===== src/rtl/parking_pkg.sv =====
// Shared definitions for the parking gate keypad: FSM encoding, special key codes and the
// idle value of the pass code bus.
package parking_pkg;

   // One-hot state encoding of the keypad entry sequencer.
   typedef enum logic [6:0] {
      StIdle       = 7'b0000001,
      StWaitD1     = 7'b0000010,
      StWaitD2     = 7'b0000100,
      StReady      = 7'b0001000,
      StSend       = 7'b0010000,
      StWaitResult = 7'b0100000,
      StDone       = 7'b1000000
   } state_e;

   localparam logic [3:0] KEY_CLEAR = 4'hA;
   localparam logic [3:0] KEY_ENTER = 4'hB;

   // Non-BCD, so it can never match a stored PIN.
   localparam logic [7:0] PASS_IDLE_DEFAULT = 8'hFF;

   function automatic logic is_digit(input logic [3:0] code);
      return code <= 4'd9;
   endfunction

endpackage


===== src/rtl/entry_timer.sv =====
// Saturating cycle counter shared by the digit-entry timeout and the result wait.
// Cleared by the owner on every restart event; expired is raised while the count sits at or
// beyond the loaded last-cycle value.
module entry_timer #(
   parameter int unsigned WIDTH = 10
) (
   input  logic             clk,
   input  logic             rst_n,
   input  logic             clr,
   input  logic [WIDTH-1:0] last,
   output logic             expired
);

   logic [WIDTH-1:0] count_q;

   // Count cycles since the last clear; hold at all-ones instead of wrapping.
   always_ff @(posedge clk or negedge rst_n) begin
      if (!rst_n) begin
         count_q <= '0;
      end else if (clr) begin
         count_q <= '0;
      end else if (count_q != {WIDTH{1'b1}}) begin
         count_q <= count_q + WIDTH'(1);
      end
   end

   assign expired = (count_q >= last);

endmodule


===== src/rtl/pin_entry_keypad.sv =====
// Keypad-side PIN transmitter: collects two BCD digits while a car waits at the entry sensor,
// sends them as {hi,lo} with a one-cycle strobe and follows the manager's verdict.
module pin_entry_keypad
   import parking_pkg::*;
#(
   parameter int unsigned TIMEOUT_CYCLES = 1000,
   parameter int unsigned RESULT_CYCLES  = 8,
   parameter logic [7:0]  PASS_IDLE      = PASS_IDLE_DEFAULT
) (
   input  logic       clk,
   input  logic       rst_n,
   input  logic       sensorA,
   input  logic       key_valid,
   input  logic [3:0] key_code,
   input  logic       gateState,
   input  logic       wrongPinAlarm,
   output logic [7:0] pass,
   output logic       pass_valid,
   output logic       entry_busy,
   output logic [1:0] digit_count,
   output logic [1:0] attempts
);

   localparam int unsigned MAX_CYCLES = (TIMEOUT_CYCLES > RESULT_CYCLES) ?
                                        TIMEOUT_CYCLES : RESULT_CYCLES;
   localparam int unsigned TIMER_W    = $clog2(MAX_CYCLES + 1);
   // The timer reads 0 in the first cycle after a restart, so the Nth cycle shows N-1.
   localparam logic [TIMER_W-1:0] TIMEOUT_LAST = TIMER_W'(TIMEOUT_CYCLES - 1);
   localparam logic [TIMER_W-1:0] RESULT_LAST  = TIMER_W'(RESULT_CYCLES - 1);

   state_e       state_q, state_d;
   logic [3:0]   hi_q, hi_d, lo_q, lo_d;
   logic [7:0]   pass_q, pass_d;
   logic         pv_q, pv_d;
   logic         busy_q, busy_d;
   logic [1:0]   dc_q, dc_d;
   logic [1:0]   att_q, att_d;
   logic         key_taken;
   logic         timer_clr;
   logic         timer_expired;
   logic [TIMER_W-1:0] timer_last;
   logic         key_digit, key_clear, key_enter;
   logic         abort, timeout;

   assign key_digit = key_valid && is_digit(key_code);
   assign key_clear = key_valid && (key_code == KEY_CLEAR);
   assign key_enter = key_valid && (key_code == KEY_ENTER);

   assign timer_last = (state_q == StWaitResult) ? RESULT_LAST : TIMEOUT_LAST;

   entry_timer #(
      .WIDTH (TIMER_W)
   ) u_timer (
      .clk     (clk),
      .rst_n   (rst_n),
      .clr     (timer_clr),
      .last    (timer_last),
      .expired (timer_expired)
   );

   // Next-state and registered-output values; abort beats timeout beats key handling.
   always_comb begin
      state_d   = state_q;
      hi_d      = hi_q;
      lo_d      = lo_q;
      pass_d    = pass_q;
      pv_d      = 1'b0;
      dc_d      = dc_q;
      att_d     = att_q;
      key_taken = 1'b0;
      abort     = !sensorA && (state_q != StIdle) && (state_q != StDone);
      timeout   = timer_expired && ((state_q == StWaitD2) || (state_q == StReady));

      if (abort) begin
         state_d = StIdle;
         hi_d    = '0;
         lo_d    = '0;
         pass_d  = PASS_IDLE;
         dc_d    = 2'd0;
         att_d   = 2'd0;
      end else if (timeout) begin
         state_d = StWaitD1;
         dc_d    = 2'd0;
      end else begin
         unique case (state_q)
            StIdle: begin
               if (sensorA) state_d = StWaitD1;
            end
            StWaitD1: begin
               if (key_digit) begin
                  hi_d      = key_code;
                  dc_d      = 2'd1;
                  state_d   = StWaitD2;
                  key_taken = 1'b1;
               end
            end
            StWaitD2: begin
               if (key_digit) begin
                  lo_d      = key_code;
                  dc_d      = 2'd2;
                  state_d   = StReady;
                  key_taken = 1'b1;
               end else if (key_clear) begin
                  dc_d      = 2'd0;
                  state_d   = StWaitD1;
                  key_taken = 1'b1;
               end
            end
            StReady: begin
               if (key_enter) begin
                  state_d   = StSend;
                  key_taken = 1'b1;
               end else if (key_clear) begin
                  dc_d      = 2'd0;
                  state_d   = StWaitD1;
                  key_taken = 1'b1;
               end
            end
            StSend: begin
               pass_d  = {hi_q, lo_q};
               pv_d    = 1'b1;
               att_d   = (att_q == 2'd3) ? 2'd3 : att_q + 2'd1;
               state_d = StWaitResult;
            end
            StWaitResult: begin
               if (gateState) begin
                  state_d = StDone;
                  att_d   = 2'd0;
                  pass_d  = PASS_IDLE;
               end else if (wrongPinAlarm || timer_expired) begin
                  state_d = StWaitD1;
                  pass_d  = PASS_IDLE;
                  dc_d    = 2'd0;
               end
            end
            StDone: begin
               pass_d = PASS_IDLE;
               if (!sensorA) begin
                  state_d = StIdle;
                  dc_d    = 2'd0;
               end
            end
            default: begin
               state_d = StIdle;
               pass_d  = PASS_IDLE;
               dc_d    = 2'd0;
               att_d   = 2'd0;
            end
         endcase
      end

      busy_d    = (state_d != StIdle) && (state_d != StDone);
      timer_clr = key_taken || (state_d != state_q);
   end

   // State and output registers.
   always_ff @(posedge clk or negedge rst_n) begin
      if (!rst_n) begin
         state_q <= StIdle;
         hi_q    <= '0;
         lo_q    <= '0;
         pass_q  <= PASS_IDLE;
         pv_q    <= 1'b0;
         busy_q  <= 1'b0;
         dc_q    <= 2'd0;
         att_q   <= 2'd0;
      end else begin
         state_q <= state_d;
         hi_q    <= hi_d;
         lo_q    <= lo_d;
         pass_q  <= pass_d;
         pv_q    <= pv_d;
         busy_q  <= busy_d;
         dc_q    <= dc_d;
         att_q   <= att_d;
      end
   end

   assign pass        = pass_q;
   assign pass_valid  = pv_q;
   assign entry_busy  = busy_q;
   assign digit_count = dc_q;
   assign attempts    = att_q;

endmodule


===== config.mk =====
export PLATFORM = sky130hd
export DESIGN_NAME = pin_entry_keypad
export DESIGN_NICKNAME = d
export VERILOG_FILES = /design/src/rtl/parking_pkg.sv /design/src/rtl/entry_timer.sv /design/src/rtl/pin_entry_keypad.sv
export SDC_FILE = /design/constraint.sdc
export NUM_CORES = 1
export LEC_CHECK = 0
export BUFFER_PORTS_ARGS = -buffer_cell sky130_fd_sc_hd__buf_2
export CAP_MARGIN = 20
export CORE_ASPECT_RATIO = 2
export CORE_MARGIN = 2
export CORE_UTILIZATION = 30
export DETAILED_ROUTE_END_ITERATION = 7
export PLACE_DENSITY = 0.43
export REMOVE_ABC_BUFFERS = 1
export SLEW_MARGIN = 20
export SYNTH_ARGS = -nofsm -noshare
export SYNTH_HDL_FRONTEND = slang
export SYNTH_HIERARCHICAL = 1
export SYNTH_SLANG_ARGS = --single-unit
export TNS_END_PERCENT = 100

===== constraint.sdc =====
create_clock -name clk -period 5.6 [get_ports clk]
set_clock_uncertainty 0.2 [all_clocks]
set_input_delay 0.28 -clock clk [delete_from_list [all_inputs] [get_ports clk]]
set_output_delay 0.28 -clock clk [all_outputs]
set_load 0.02 [all_outputs]

# Word level (Yosys, flattened, before mapping)
# Index checks and enable logic that the tools add are counted.
[word_totals] ff_bits=39 latch_bits=0 mem_bits_rw=0 mem_bits_ro=0 in_bits=10 out_inout_bits=14 elab_cells=114 n_memories=0
[op_classes] add_sub_neg=2 multipliers=0 div=0 magnitude_cmp=2 eq_ne=27 shift=0 muxes=51 n_bitwise=0 reduce_logical=23
[ops] cell="$mux 7" n=10
[ops] cell="$pmux 7 s7" n=1
[ops] cell="$mux 8" n=4
[ops] cell="$mux 10" n=3
[ops] cell="$mux 4" n=7
[ops] cell="$mux 2" n=13
[ops] cell="$pmux 8 s3" n=1
[ops] cell="$ne 4x4->1 const B" n=4
[ops] cell="$ne 7x1->1 const B" n=2
[ops] cell="$ne 7x7->1 const B" n=2
[ops] cell="$pmux 2 s6" n=1
[ops] cell="$reduce_and 3->1" n=4
[ops] cell="$add 10x1->10 const B" n=1
[ops] cell="$ge 10x10->1" n=1
[ops] cell="$ne 10x10->1 const B" n=1
[ops] cell="$mux 1" n=9
[ops] cell="$eq 4x4->1 const B" n=2
[ops] cell="$ne 4x3->1 const B" n=2
[ops] cell="$reduce_bool 2->1" n=4
[ops] cell="$eq 7x1->1 const B" n=1
[ops] cell="$eq 7x2->1 const B" n=1
[ops] cell="$eq 7x3->1 const B" n=1
[ops] cell="$eq 7x4->1 const B" n=1
[ops] cell="$eq 7x5->1 const B" n=1
[ops] cell="19 further kinds" n=28

# Depth between registers and ports, before layout
# Gate-level depths: netlist of run 1.
[logic_depth] depth_word=12 mapped_depth=18 depth_no_buf=16

# Modules after synthesis
# Netlist of run 1, hierarchy kept.
[modules_own_cells] mod="pin_entry_keypad" n_inst=1 cells_each=199 area_each_um2=1794.2 seq_area_each_um2=737.0
[modules_own_cells] mod="entry_timer" n_inst=1 cells_each=88 area_each_um2=798.3 seq_area_each_um2=250.2

# Worst setup path before layout of run 1
# No wires, ideal clock.
[synth_path] path_kind="flip-flop to flip-flop" startpoint="register state_q[2]" endpoint="register u_timer.count_q[7]" arrival_time_ns=3.827 setup_slack_ns=1.474 path_stages_with_launch=18 n_path_buf=3 synth_period_minus_slack_ns=4.126 path_cell_list="dfrtp_1 > buf_6 > or4_4 > or3_1 > buf_2 > inv_1 > ha_1 > a21o_1 > a21o_1 > a21oi_1 > o21ai_1 > or3_1 > o21ai_0 > a32oi_1 > a2111oi_4 > o221ai_2 > buf_1 > a311oi_1"
[synth_between] elab_chain_cells=12 word_cells_on_any_way=34
[synth_rtl] item="start: declaration" line_no="pin_entry_keypad.sv:31" source="state_e state_q, state_d;"
[synth_rtl] item="start signal: assignment" line_no="pin_entry_keypad.sv:159" source="state_q <= StIdle;"
[synth_rtl] item="start signal: assignment" line_no="pin_entry_keypad.sv:168" source="state_q <= state_d;"
[synth_rtl] item="$eq 7x6->1 (*)" line_no="pin_entry_keypad.sv:49" source="assign timer_last = (state_q == StWaitResult) ? RESULT_LAST : TIMEOUT_LAST;"
[synth_rtl] item="$mux 10 (*)" line_no="pin_entry_keypad.sv:49"
[synth_rtl] item="named net timer_last[5]" line_no="pin_entry_keypad.sv:41" source="logic [TIMER_W-1:0] timer_last;"
[synth_rtl] item="$ge 10x10->1 (*)" line_no="entry_timer.sv:27" source="assign expired = (count_q >= last);"
[synth_rtl] item="named net timer_expired" line_no="pin_entry_keypad.sv:40" source="logic timer_expired;"
[synth_rtl] item="$logic_or 1x1->1" line_no="pin_entry_keypad.sv:130" source="end else if (wrongPinAlarm || timer_expired) begin"
[synth_rtl] item="$mux 7" line_no="pin_entry_keypad.sv:130"
[synth_rtl] item="$mux 7" line_no="pin_entry_keypad.sv:126" source="if (gateState) begin"
[synth_rtl] item="$pmux 7 s7" line_no="pin_entry_keypad.sv:85" source="unique case (state_q)"
[synth_rtl] item="$mux 7" line_no="pin_entry_keypad.sv:81" source="end else if (timeout) begin"
[synth_rtl] item="$mux 7" line_no="pin_entry_keypad.sv:74" source="if (abort) begin"
[synth_rtl] item="$ne 7x7->1" line_no="pin_entry_keypad.sv:153" source="timer_clr = key_taken || (state_d != state_q);"
[synth_rtl] item="$logic_or 1x1->1 (*)" line_no="pin_entry_keypad.sv:153"
[synth_rtl] item="named net timer_clr" line_no="pin_entry_keypad.sv:39" source="logic timer_clr;"
[synth_rtl] item="$mux 10 / $reduce_bool 2->1 (equally long branches)"
[synth_rtl] item="end signal: assignment" line_no="entry_timer.sv:23" source="count_q <= count_q + WIDTH'(1);"
[synth_rtl] item="end: declaration" line_no="entry_timer.sv:14" source="logic [WIDTH-1:0] count_q;"
# Mark *: on every way through the listed nets, which the timed path passes. The rest lies on a longest branch.
# A chain may end at the register's enable or synchronous reset.

# Worst setup path after layout of run 1
[layout_path] startpoint="register state_q[1]" endpoint="register u_timer.count_q[7]"
[layout_between] elab_chain_cells=12 word_cells_on_any_way=34
[layout_rtl] item="$eq 7x6->1 (*)" line_no="pin_entry_keypad.sv:49"
[layout_rtl] item="$mux 10 (*)" line_no="pin_entry_keypad.sv:49"
[layout_rtl] item="$ge 10x10->1 (*)" line_no="entry_timer.sv:27"
[layout_rtl] item="named net timer_expired" line_no="pin_entry_keypad.sv:40"
[layout_rtl] item="$logic_or 1x1->1" line_no="pin_entry_keypad.sv:130"
[layout_rtl] item="$mux 7" line_no="pin_entry_keypad.sv:130"
[layout_rtl] item="$mux 7" line_no="pin_entry_keypad.sv:126"
[layout_rtl] item="$pmux 7 s7" line_no="pin_entry_keypad.sv:85"
[layout_rtl] item="$mux 7" line_no="pin_entry_keypad.sv:81"
[layout_rtl] item="$mux 7" line_no="pin_entry_keypad.sv:74"
[layout_rtl] item="$ne 7x7->1" line_no="pin_entry_keypad.sv:153"
[layout_rtl] item="$logic_or 1x1->1 (*)" line_no="pin_entry_keypad.sv:153"
[layout_rtl] item="named net timer_clr" line_no="pin_entry_keypad.sv:39"
[layout_rtl] item="$mux 10 / $reduce_bool 2->1 (equally long branches)"
# Marks and branches as above.

==> impl_metrics.py, run 1 <==
metrics = {
    "status": {
        "outcome": "complete, no violations",
    },
    "yosys": {
        "synth_seq_cells": 39,
        "synth_cells": 287,
        "synth-edff-count": 0,
        "netlist.area_leader.share": 0.2896,
        "yosys.cell_count.top_type": "nor2_1",
        "ys.flop_type": "dfrtp_1",
        "synth.area.top_cells": "dfrtp_1 29%, dfstp_2 9.1%, ha_1 5.3%",
        "synth_common_cells": "35 x nor2_1, 30 x dfrtp_1, 23 x nand2_1",
        "syn_area_per_cell_um2": 9.033,
        "ys_seq_area_frac": 0.3808,
        "ys_types": 61,
        "async_reset_ff_frac": 1.000,
        "synth_top_cell_by_area": "dfrtp_1",
        "synth_area_um2": 2592,
        "yosysWarnings": 6,
    },
    "floorplanning": {
        "die-width_um": 69.73,
        "ios": 24,
        "die-height_um": 135.5,
        "die_area_um2": 9446,
        "num_rows": 48,
        "core-area_um2": 8528,
        "start_util": 0.3040,
    },
    "setup_path": {
        "startpoint_type": "flop",
        "crit_required_ns": 5.58,
        "cp_num_buf_inv": 1,
        "critical_path_class": "reg -> reg",
        "path_cells": "or4_4 -> or3_1 -> inv_1 -> ha_1 -> a21o_1 -> a21o_1 -> a21oi_1 -> o21ai_1 -> or3_1 -> o21ai_0 -> a32oi_1 -> a2111oi_4 -> o221ai_2 -> a311oi_1",
        "cp_slowest_cell": "or4_4",
        "cp_data_arrival_time_ns": 4.74,
        "crit_family": "compound AO/OA/AOI/OAI gates",
        "worstPathMaxFanout": 15,
        "endpoint_kind": "flop",
        "cpPeakStageDelay_ns": 0.63,
    },
    "clock_tree": {
        "cts_resized": 0,
        "cts-root-buf": "clkbuf_16",
        "h-tree-depth": 2,
        "ctsLongestPathBuffers": 2,
        "cts_sinks": 39,
        "cts_tree": "yes",
        "clk_pin_slew_worst_paths_ns": 0.07,
        "cts_buffers": 5,
        "clock_latency_ns": 0.29,
    },
    "timing": {
        "finalMaxSlewViolations": 0,
        "min_period_ns": 4.762,
        "rsz0062_at_grt": "false",
        "hold_viol": 0,
        "worst_pin_slew_ns": 0.9450,
        "slew_headroom": 0.3700,
        "fmax_mhz": 210.0,
        "finalSetupViolations": 0,
        "setup_tns_ns": 0,
        "period_share": 0.8503,
        "finalWorstSetupSlack_ns": 0.8384,
    },
    "drt": {
        "drc": 0,
        "detail-route-antenna-nets": 0,
        "vias": 2256,
        "drt_iter0_markers": 186,
        "wl_um": 7543,
        "wl_per_cell_um": 18.22,
        "vias_per_cell": 5.449,
        "drtPass1Iterations": 4,
    },
    "placement": {
        "dp_cells": 405,
        "io_buffers": 23,
        "preCtsSetupSlack_ns": 0.8393,
        "hpwl_um": 5766,
        "gp_congestion": 0.8364,
    },
    "power": {
        "sw_frac_of_total": 0.3778,
        "ir_drop_mv": 0.1832,
        "clock_power_share": 0.304,
        "intPower_w": 0.0005797,
        "comb_power_share": 0.325,
        "p_switching_w": 0.0003520,
        "seqPwrFrac": 0.371,
        "fin_total_pwr_w": 0.0009317,
        "p_leak_nw": 1.340,
        "power.density_nw_per_um2": 314.6,
    },
    "finish": {
        "fin_util": 0.3473,
        "final_nets": 334,
        "multiInputGateArea_um2": 1489,
        "antenna_cells": 0,
        "drive_above_1_share": 0.1752,
        "syn_to_final_growth_pct": 14.24,
        "fillCellCount": 919,
        "fin_cells": 414,
        "regArea_um2": 987.2,
    },
    "hold_path": {
        "hp-class": "in -> reg",
    },
    "global_routing": {
        "grt_pass1_vias": 2338,
        "grt_antenna_before_repair": 0,
        "grt-ovfl-total": 0,
        "grt_pass1_wl_um": 12430,
        "grt_max_degree": 40,
        "grt_usage": 0.1714,
    },
    "run": {
        "max_cap_violations": 0,
    },
}
-- placed cells by master, fill, tap and decap left out, types with 6 or more instances in the layout --
master   count
buf_2       23
nand4_1      7
nor3_1      13
dfstp_2      9
nand2_1     23
dfrtp_1     30
a31oi_1      6
inv_1       21
ha_1        11
o21ai_0     12
a21oi_1     11
nor2_1      35
mux2i_1     11
o22a_1       8
-- per-layer routing --
| metal | share of wire | GRT usage |
|---|---|---|
| met2 | 0.57 | 0.3317 |
| met1 | 0.36 | 0.1750 |
| met5 | 0 | 0 |
| met3 | 0.021 | 0.01860 |
| met4 | 0.044 | 0.09509 |
-- registers in the layout, summed over array words and instances, names as in the netlist, 2 cells and up --
register and flops:
state_q 7, hi_q 4, lo_q 4, attempts 2
pass 8, digit_count 2, u_timer/count_q 10
-- stage by stage --
step           cell area [um2]  hold slack [ns]
2_1_floorplan             2554          -0.2156
3_3_place_gp              2809           0.2790
3_5_place_dp              2809           0.2812
4_1_cts                   2960          0.09951
5_1_grt                   2962           0.1430
6_report                  2962           0.1051
-- final timing paths --
check                             from                 end  slack [ns]  depth (start not counted)
max                         state_q[1]  u_timer/count_q[7]        0.84                         14
min                          gateState          state_q[6]        0.11                          3
max reg2reg                 state_q[1]  u_timer/count_q[7]        0.84                         14
min reg2reg                attempts[0]         attempts[0]        0.30                          2
max in group asynchronous        rst_n             lo_q[2]        4.13                          2
min in group asynchronous        rst_n  u_timer/count_q[9]        0.47                          2
-- power groups by stage --
stage / Clock [W] / Sequential [W] / Combinational, W
after floorplan: 0 / 0.000342 / 0.000206
after global placement: 0 / 0.000351 / 0.000305
after detailed placement: 0 / 0.000350 / 0.000302
after CTS: 0.000297 / 0.000345 / 0.000304
after global routing: 0.000305 / 0.000349 / 0.000337
final: 0.000283 / 0.000345 / 0.000303
-- area by class of cell --
class | count | area share
clock buffers | 6 | 0.04352
clock inverters | 2 | 0.004225
inverters | 21 | 0.02662
multi-input cells | 220 | 0.5027
flip-flops and latches | 39 | 0.3333
well taps | 100 | 0.04225
repair buffers | 26 | 0.04732
-- worst register-to-register path, delay by kind of cell (launching register included) --
family,cells,cell delay [ns]
AOI/OAI and AO/OA,9,2.00
and+or+nand+nor,3,1.56
DFF,1,0.55
adders and majority gates,1,0.24
buffers and inverters,1,0.11
-- kinds of logic after synthesis --
kind of cell    Yosys count  synth area share
simple gates            115            0.2442
compound gates           74            0.2133
flops                    39            0.3808
buf+inv                  31           0.04971
fa+ha+maj                11           0.05309
mux                      11           0.04247
xor+xnor                  4           0.01352
other cells               2          0.002897
-- repair_timing --
item / CTS / global route
hold buffers: 1 / 0
setup buffers: 0 / 0
endpoints found under the hold margin: 30 / 0
No activity file was read; power rests on OpenSTA's default activity.
==> inputs of run 2 (changes only) <==
Settings changed: CORE_UTILIZATION 30 to 45, PLACE_DENSITY 0.43 to 0.6.
==> run 2 against run 1 <==
  * Worst setup slack improved by 0.10 ns
  * Count of clock-buffer cells in the layout decreased by 1
  * Fmax rose by 2.2%
  * Global-route usage up 6.0 points
  * First-iteration DRC count down 27%
  * Critical path type unchanged
  * Critical endpoint unchanged
  * Highest routed layer unchanged
==> impl_metrics.py, run 2 (synthesis results as in run 1) <==
metrics = {
    "global_routing": {
        "grt-ovfl-total": 0,
        "grt_antenna_before_repair": 0,
        "grt_usage": 0.2310,
        "grt_pass1_wl_um": 11470,
        "grt_pass1_vias": 2321,
        "grt_max_degree": 40,
    },
    "floorplanning": {
        "die-height_um": 111.3,
        "die_area_um2": 6421,
        "core-area_um2": 5660,
        "ios": 24,
        "num_rows": 39,
        "start_util": 0.4580,
        "die-width_um": 57.67,
    },
    "clock_tree": {
        "h-tree-depth": 2,
        "clk_pin_slew_worst_paths_ns": 0.06,
        "cts_buffers": 5,
        "ctsLongestPathBuffers": 2,
        "cts-root-buf": "clkbuf_16",
        "cts_tree": "yes",
        "cts_resized": 0,
        "cts_sinks": 39,
        "clock_latency_ns": 0.29,
    },
    "setup_path": {
        "endpoint_kind": "flop",
        "startpoint_type": "flop",
        "critPathLaunch": "state_q[1]",
        "critical_path_class": "reg -> reg",
        "reg2reg_from": "state_q[1]",
        "crit_required_ns": 5.58,
        "worstPathMaxFanout": 15,
        "rr_worst_depth": 14,
        "r2r-end": "u_timer/count_q[7]",
        "r2r_slack_ns": 0.94,
        "cp_data_arrival_time_ns": 4.64,
        "endpoint": "u_timer/count_q[7]",
    },
    "timing": {
        "min_period_ns": 4.660,
        "fmax_mhz": 214.6,
        "worst_pin_slew_ns": 1.078,
        "period_share": 0.8321,
        "rsz0062_at_grt": "false",
        "finalMaxSlewViolations": 0,
        "hold_viol": 0,
        "finalSetupViolations": 0,
        "setup_tns_ns": 0,
        "slew_headroom": 0.2626,
    },
    "status": {
        "outcome": "complete, no violations",
    },
    "finish": {
        "final_common_cell": "nor2_1",
        "largest_register": "u_timer/count_q",
        "final_cell_mix": "35 x nor2_1, 30 x dfrtp_1, 23 x nand2_1, 23 x buf_2, 21 x inv_1",
        "largest_reg_flops": 10,
        "final_nets": 333,
        "antenna_cells": 0,
        "design_area_um2": 2955,
        "drive_above_1_share": 0.1757,
        "syn_to_final_growth_pct": 14.00,
    },
    "drt": {
        "vias": 2289,
        "wl_um": 6781,
        "drt_iter0_markers": 136,
        "vias_per_cell": 6.120,
        "drtPass1Iterations": 5,
        "detail-route-antenna-nets": 0,
        "drc": 0,
        "wl_per_cell_um": 18.13,
    },
    "placement": {
        "io_buffers": 23,
        "hpwl_um": 5078,
        "dpl_cell_area_um2": 2753,
        "gp_congestion": 0.9698,
    },
    "hold_path": {
        "hp-class": "in -> reg",
    },
    "run": {
        "max_cap_violations": 0,
    },
    "power": {
        "power.density_nw_per_um2": 342.2,
        "p_leak_nw": 1.357,
        "ir_drop_mv": 0.2468,
    },
}
==> run 2: worst max-delay path, cell delays in order (launching register included) <==
cell and delay (ns):
dfrtp_1 0.55, or4_4 0.63, or3_1 0.47, inv_1 0.11, ha_1 0.24, a21o_1 0.18
a21o_1 0.17, a21oi_1 0.12, o21ai_1 0.18, or3_1 0.42, o21ai_0 0.17, a32oi_1 0.16
a2111oi_4 0.35, o221ai_2 0.29, a311oi_1 0.29
==> run 2: area by class of cell <==
cell class | instances | area, um2
fill | 543 | 2705
multi-input combinational | 220 | 1488
sequential | 39 | 987.2
timing repair buffer | 25 | 132.6
clock buffer | 5 | 125.1
inverter | 21 | 78.83
tap | 61 | 76.32
clock inverter | 3 | 67.56
==> run 2: repair_timing <==
action,4_1_cts,5_1_grt
hold buffers,1,0
buffers inserted,0,0
endpoints found under the hold margin,30,0
==> run 2: worst min path at each step <==
| stage | from | to | cells after the start |
|---|---|---|---|
| 2_1_floorplan | rst_n | attempts[0] | 0 |
| 3_3_place_gp | rst_n | state_q[2] | 1 |
| 3_5_place_dp | rst_n | state_q[2] | 1 |
| 4_1_cts | gateState | state_q[6] | 3 |
| 5_1_grt | gateState | state_q[6] | 3 |
| 6_report | gateState | state_q[6] | 3 |
==> run 2: through the flow <==
stage	cells	power (W)	utilization	setup slack [ns]	hold slack, ns
floorplan	280	0.0005484	-	1.417	-0.2156
detailed placement	365	0.0006420	0.4863	1.009	0.2586
finish	374	0.001011	0.5221	0.9400	0.1151
CTS	374	0.001019	0.5221	0.9440	0.1031
global route	374	0.001066	0.5221	0.6533	0.1432
global placement	365	0.0006429	0.4863	1.083	0.2481
==> run 2: power breakdown <==
group          internal [W]  switching (W)  leakage (nW)  total, W
combinational      0.000110       0.000186         0.759  0.000297
sequential         0.000305      0.0000388         0.509  0.000344
clock              0.000255       0.000116        0.0900  0.000371
total              0.000670       0.000341          1.36   0.00101
==> run 2: layer usage <==
| metal | share of wire | global-route usage |
|---|---|---|
| met2 | 0.55 | 0.4076 |
| met1 | 0.37 | 0.2530 |
| met5 | 0 | 0 |
| met4 | 0.042 | 0.1271 |
| met3 | 0.033 | 0.03600 |
